File: src/rtl/lsq_pkg.sv
// Shared LSU store-queue types, default sizing and wrap-aware pointer age compare.
// Pure definitions: no latency, no backpressure.
package lsq_pkg;

  localparam int SQ_DEPTH  = 8;
  localparam int SQ_ADDR_W = 64;
  localparam int SQ_DATA_W = 64;
  localparam int SQ_IDX_W  = $clog2(SQ_DEPTH);

  typedef logic [SQ_IDX_W-1:0] sq_idx_t;
  typedef logic [SQ_IDX_W:0]   sq_ptr_t;

  // True when pointer a sits strictly before pointer b, both measured from head
  // in a ptr_w-bit wrap space (head <= a, b <= head + 2^(ptr_w-1)).
  function automatic logic ptr_older(input logic [31:0] a,
                                     input logic [31:0] b,
                                     input logic [31:0] head,
                                     input int unsigned ptr_w);
    logic [31:0] mask;
    mask = (32'h1 << ptr_w) - 32'h1;
    return ((a - head) & mask) < ((b - head) & mask);
  endfunction

endpackage

File: src/rtl/sq_fwd_sel.sv
// Youngest-older-store picker: scans entries from head upward, last eligible one wins.
// Combinational, zero latency; no backpressure.
module sq_fwd_sel #(
  parameter int DEPTH = 8,
  parameter int IDX_W = $clog2(DEPTH)
) (
  input  logic [DEPTH-1:0] older,
  input  logic [DEPTH-1:0] match,
  input  logic [IDX_W-1:0] head_idx,
  output logic             sel_vld,
  output logic [IDX_W-1:0] sel_idx
);

  logic [IDX_W-1:0] cand;

  always_comb begin
    sel_vld = 1'b0;
    sel_idx = head_idx;
    cand    = head_idx;
    for (int k = 0; k < DEPTH; k++) begin
      cand = head_idx + IDX_W'(k);
      if (older[cand] && match[cand]) begin
        sel_vld = 1'b1;
        sel_idx = cand;
      end
    end
  end

endmodule

File: src/rtl/sq_fwd_param.sv
// Store queue with byte-enable aware store-to-load forwarding and in-order D-cache drain.
// Load queries combinational; pointers/drain registered; drain stalls on dc_st_rdy_i, dispatch into a full queue is dropped.
module sq_fwd_param import lsq_pkg::*; #(
  parameter int    DEPTH  = SQ_DEPTH,
  parameter int    ADDR_W = SQ_ADDR_W,
  parameter int    DATA_W = SQ_DATA_W,
  localparam int   IDX_W  = $clog2(DEPTH),
  localparam int   BE_W   = DATA_W / 8
) (
  input  logic              clk,
  input  logic              rst,
  input  logic              dp_en_i,
  output logic [IDX_W:0]    dp_ptr_o,
  output logic              full_o,
  output logic              empty_o,
  output logic [IDX_W:0]    count_o,
  input  logic              ex_st_vld_i,
  input  logic [IDX_W-1:0]  ex_st_idx_i,
  input  logic [ADDR_W-1:0] ex_st_addr_i,
  input  logic [DATA_W-1:0] ex_st_data_i,
  input  logic [BE_W-1:0]   ex_st_be_i,
  input  logic              rt_st_en_i,
  input  logic              ld_q_vld_i,
  input  logic [IDX_W:0]    ld_q_pos_i,
  input  logic [ADDR_W-1:0] ld_q_addr_i,
  input  logic [BE_W-1:0]   ld_q_be_i,
  output logic              ld_q_rdy_o,
  output logic              ld_fwd_hit_o,
  output logic              ld_fwd_conflict_o,
  output logic [DATA_W-1:0] ld_fwd_data_o,
  output logic              dc_st_vld_o,
  output logic [ADDR_W-1:0] dc_st_addr_o,
  output logic [DATA_W-1:0] dc_st_data_o,
  output logic [BE_W-1:0]   dc_st_be_o,
  input  logic              dc_st_rdy_i,
  input  logic              br_recover_i,
  input  logic [IDX_W:0]    br_tail_i
);

  localparam int          OFF_W = $clog2(BE_W);
  localparam int unsigned PTR_W = IDX_W + 1;

  typedef logic [IDX_W:0]   ptr_t;
  typedef logic [IDX_W-1:0] idx_t;

  typedef struct packed {
    logic [ADDR_W-1:0] addr;
    logic [DATA_W-1:0] data;
    logic [BE_W-1:0]   be;
  } ent_t;

  ptr_t             head, cmt, tail;
  idx_t             head_idx, tail_idx;
  logic [DEPTH-1:0] addr_vld;
  ent_t             ent [DEPTH];
  logic             full, dc_fire;

  assign head_idx = head[IDX_W-1:0];
  assign tail_idx = tail[IDX_W-1:0];
  assign full     = (head[IDX_W] != tail[IDX_W]) && (head_idx == tail_idx);

  assign dp_ptr_o    = tail;
  assign full_o      = full;
  assign empty_o     = (head == tail);
  assign count_o     = tail - head;
  assign dc_st_vld_o = (head != cmt);
  assign dc_fire     = dc_st_vld_o && dc_st_rdy_i;

  assign dc_st_addr_o = ent[head_idx].addr;
  assign dc_st_data_o = ent[head_idx].data;
  assign dc_st_be_o   = ent[head_idx].be;

  // Drain clears addr_vld last so a freed slot never looks resolved to a later load.
  always_ff @(posedge clk) begin
    if (rst) begin
      head     <= '0;
      cmt      <= '0;
      tail     <= '0;
      addr_vld <= '0;
    end else begin
      if (br_recover_i) begin
        tail <= br_tail_i;
      end else if (dp_en_i && !full) begin
        tail               <= tail + ptr_t'(1);
        addr_vld[tail_idx] <= 1'b0;
      end
      if (ex_st_vld_i) addr_vld[ex_st_idx_i] <= 1'b1;
      if (rt_st_en_i)  cmt <= cmt + ptr_t'(1);
      if (dc_fire) begin
        head               <= head + ptr_t'(1);
        addr_vld[head_idx] <= 1'b0;
      end
    end
  end

  always_ff @(posedge clk) begin
    if (ex_st_vld_i) begin
      ent[ex_st_idx_i] <= '{addr: ex_st_addr_i, data: ex_st_data_i, be: ex_st_be_i};
    end
  end

  always_ff @(posedge clk) begin
    if (!rst) begin
      assert (!(rt_st_en_i && (cmt == tail)));
      assert (!(br_recover_i && ptr_older(32'(br_tail_i), 32'(cmt), 32'(head), PTR_W)));
    end
  end

  logic [DEPTH-1:0] older, match;
  idx_t             off;

  always_comb begin
    older = '0;
    match = '0;
    off   = '0;
    for (int i = 0; i < DEPTH; i++) begin
      off      = idx_t'(i) - head_idx;
      older[i] = ptr_older(32'(head) + 32'(off), 32'(ld_q_pos_i), 32'(head), PTR_W);
      match[i] = addr_vld[i]
               && (ent[i].addr[ADDR_W-1:OFF_W] == ld_q_addr_i[ADDR_W-1:OFF_W])
               && (|(ent[i].be & ld_q_be_i));
    end
  end

  assign ld_q_rdy_o = ~|(older & ~addr_vld);

  logic sel_vld;
  idx_t sel_idx;

  sq_fwd_sel #(.DEPTH(DEPTH), .IDX_W(IDX_W)) u_sel (
    .older    (older),
    .match    (match),
    .head_idx (head_idx),
    .sel_vld  (sel_vld),
    .sel_idx  (sel_idx)
  );

  ent_t sel_ent;
  logic covers;

  assign sel_ent           = ent[sel_idx];
  assign covers            = ((sel_ent.be & ld_q_be_i) == ld_q_be_i);
  assign ld_fwd_hit_o      = ld_q_vld_i && sel_vld && covers;
  assign ld_fwd_conflict_o = ld_q_vld_i && sel_vld && !covers;
  assign ld_fwd_data_o     = ld_fwd_hit_o ? sel_ent.data : '0;

  // Byte offset within the data word plays no part in the word-granular match.
  if (OFF_W > 0) begin : g_off
    logic unused_ld_off;
    assign unused_ld_off = ^ld_q_addr_i[OFF_W-1:0];
  end

endmodule

File: config.mk
export PLATFORM = sky130hd
export DESIGN_NAME = sq_fwd_param
export DESIGN_NICKNAME = d
export VERILOG_FILES = /design/src/rtl/lsq_pkg.sv /design/src/rtl/sq_fwd_sel.sv /design/src/rtl/sq_fwd_param.sv
export SDC_FILE = /design/constraint.sdc
export NUM_CORES = 2
export LEC_CHECK = 0
export CORE_ASPECT_RATIO = 0.6
export CORE_MARGIN = 2
export CORE_UTILIZATION = 40
export DETAILED_ROUTE_END_ITERATION = 12
export HOLD_SLACK_MARGIN = 0.06
export MAX_ROUTING_LAYER = met4
export PLACE_DENSITY = 0.69
export SYNTH_ARGS = -nofsm -noshare
export SYNTH_HDL_FRONTEND = slang
export SYNTH_SLANG_ARGS = --single-unit
File: constraint.sdc
create_clock -name clk -period 13.5 [get_ports clk]
set_clock_uncertainty 0.05 [all_clocks]
set_input_delay 1.35 -clock clk [delete_from_list [all_inputs] [get_ports clk]]
set_output_delay 1.35 -clock clk [all_outputs]
set_load 0.01 [all_outputs]
==> run summary <==
outcome: finished with violations
violated checks: capacitance limit, slew limit
Vias: 43,900
f_max: 0.0791 GHz
post-detail-place hpwl: 192,000 um
Slew HR: -0.0915
first-pass GRT wire length: 347,000 um
CP dominant cell by count: buf_4
sequential area share after synthesis: 0.561
clk sinks: 1,111
Die ar.: 0.151 mm^2
Mapped Nets: 4,392
leak pwr: 20.9 nW
most common cell in the synthesized netlist: edfxtp_1
CTS tree: built
io pins: 441
Final WS setup: 852 ps
dpl ws: 1670 ps
RSZ-0062 raised after global routing: false
top cell type's share of synthesized area: 0.553
CP Launch Type: flip-flop
Syn Std Cell Area: 0.0591 mm^2
number of global-route vias before repair: 39,500
die span in x: 500 um
Detail Route Antenna Nets: 0
most frequent cells after synthesis: edfxtp_1 (1,088), xnor2_1 (279), mux4_2 (274)
Synth area leaders: edfxtp_1 (55%), mux4_2 (10%), mux2_2 (5.0%)
Initial Util: 0.402
IO buf count: 437
CTS Hold Bufs: 0
VDD IR max: 105 uV
post-synth top area cell: edfxtp_1
Worst Path Max Fanout: 64
CTS Buffer Depth: 3
gr usage total: 0.349
worst-path cell chain: buf_4, inv_1, buf_4, ha_1, inv_1, o21ba_2, xnor2_1, ha_1, a2111oi_0, nor3_2, or4_1, o32ai_1, a2111oi_1, nor4b_4, a221oi_4, o21a_4, buf_4, mux2i_1, mux2i_1, o2111ai_1, a211o_4, buf_4, a2111oi_2, clkdlybuf4s50_1
Area Growth Syn to Fin: 17.6%
min cycle time layout: 12,650 ps
Max Slew Vio Count: 10
average routed wire per standard cell: 40.1 um
Fillers: 12,700
Gates resized, CTS repair: 0
Vias/cell: 6.68
postcts setup bufs: 0
initial antenna violation count: 39
Core Rows: 109
floorplan core area: 0.147 mm^2
gate count after technology mapping: 4,127
final setup fails: 0
worst-skew pair later-pin latency: 750 ps
Critical Path RT: 12,100 ps
Final Util: 0.473
CP delay by family, top: compound AO/OA/AOI/OAI gates
Hold/Removal Path Class: flip-flop to flip-flop
Power Density: 137 mW/mm^2
max_cap viols: 4
DRC viols: 0
nets: 4,764
setup TNS: 0 ps
drt pass-1 iters: 9
register area: 0.0331 mm^2
YS warnings: 0
post-route cell area: 0.0695 mm^2
EDFF count, synth: 1,088
Total Routed Length: 263,000 um
crit path max-delay cell type: a2111oi_1
H-tree levels: 3
Yosys cell types: 89
critical path arrival: 11,250 ps
CP Buf/Inv Count: 7
placed insts: 6,328
Final period util: 0.937
Syn Area/Cell: 14.3 um^2
final number of hold-violating endpoints: 0
actual slew at the worst max-slew pin: 1630 ps
multi-input gate area in the final layout: 0.0245 mm^2
GPL Wtd Cong: 1.18
post-route insts no fill: 6,573
Die Y: 302 um
clock root cell: clkbuf_16
Post-DP Area: 0.0656 mm^2
slowest cell delay on critical path: 980 ps
initial drt markers: 8,189
largest net degree at the start of global routing: 146
layout cells sized above 1: 0.199
Setup CP Type: flip-flop to output port
async set or reset register ratio after synthesis: 0
Seq cells post-synth: 1,111
Worst setup EP type: output port
final global-route overflow total: 0
Main synth FF type: edfxtp_1
Num CTS Buffers: 111
clock slew seen by the registers of the worst setup and hold paths: 70 ps
## power breakdown
group / leakage [nW] / internal, mW / switching [mW]
logic: 8.94 / 0.813 / 1.35
clock network: 1.86 / 1.85 / 1.46
registers: 10.1 / 3.91 / 0.105
## sequential cells by signal (all words and copies together), names as in the netlist, named ones only
signal and cells:
dp_ptr_o 4, cmt 4, head 4, addr_vld 8
ent 1088
## final timing paths
kind	start	end	slack [ps]	cells after the start
worst max-delay path	head[2]	ld_fwd_data_o[57]	850	24
worst min register to register	addr_vld[1]	addr_vld[1]	480	2
worst min-delay path	addr_vld[1]	addr_vld[1]	480	2
worst max register to register	head[1]	addr_vld[0]	10480	9
## through the flow
stage          hold slack [ps]  total power, mW
3_3_place_gp               467             6.15
5_1_grt                    508             9.73
3_5_place_dp               473             6.16
2_1_floorplan              431             5.31
6_report                   480             9.50
4_1_cts                    485             9.44
## worst min-delay path: stages (launching register included)
cell and delay [ps]:
dfxtp_1 310, a21oi_1 120, a211oi_1 60
## layer usage
metal,global-route usage,vias up,wire length [um]
met5,-,-,0
met4,0.0764,0,6580
met3,0.210,384,46300
met2,0.421,3414,99200
met1,0.486,22800,111000
li1,-,17300,-
## final cells by class
cell class,instances,area share
clock buffer,120,0.0405
inverter,96,0.00576
clock inverter,90,0.0148
multi-input combinational,2650,0.352
sequential,1111,0.477
antenna,35,0.00126
timing repair buffer,529,0.0734
tap,1942,0.0350
## logic make-up (layout without fill, tap and decap cells)
| kind of cell | Yosys count | in the layout | synth area share |
|---|---|---|---|
| mux | 679 | 679 | 0.179 |
| simple gates | 1080 | 1080 | 0.101 |
| buf+inv | 366 | 835 | 0.0261 |
| compound gates | 498 | 498 | 0.0726 |
| other cells | 0 | 35 | 0 |
| fa+ha+maj | 38 | 38 | 0.00830 |
| xor+xnor | 355 | 355 | 0.0526 |
| flops | 1111 | 1111 | 0.561 |
## cell usage in the layout (no fill, tap or decap), types with 54 or more instances in the layout
| cell | count |
|---|---|
| edfxtp_1 | 1088 |
| clkdlybuf4s50_1 | 437 |
| xnor2_1 | 278 |
| mux4_2 | 274 |
| mux2_2 | 265 |
| nand2_1 | 231 |
| nand2b_1 | 201 |
| nand4_1 | 192 |
| mux2i_1 | 140 |
| o211ai_1 | 136 |
| clkbuf_16 | 111 |
| nor2_1 | 94 |
| inv_1 | 90 |
| buf_4 | 89 |
| nor4_1 | 84 |
| nor2b_1 | 83 |
| xor2_1 | 76 |
| nor3_1 | 58 |
| a2111oi_2 | 54 |
No activity file was read; power rests on OpenSTA's default activity.
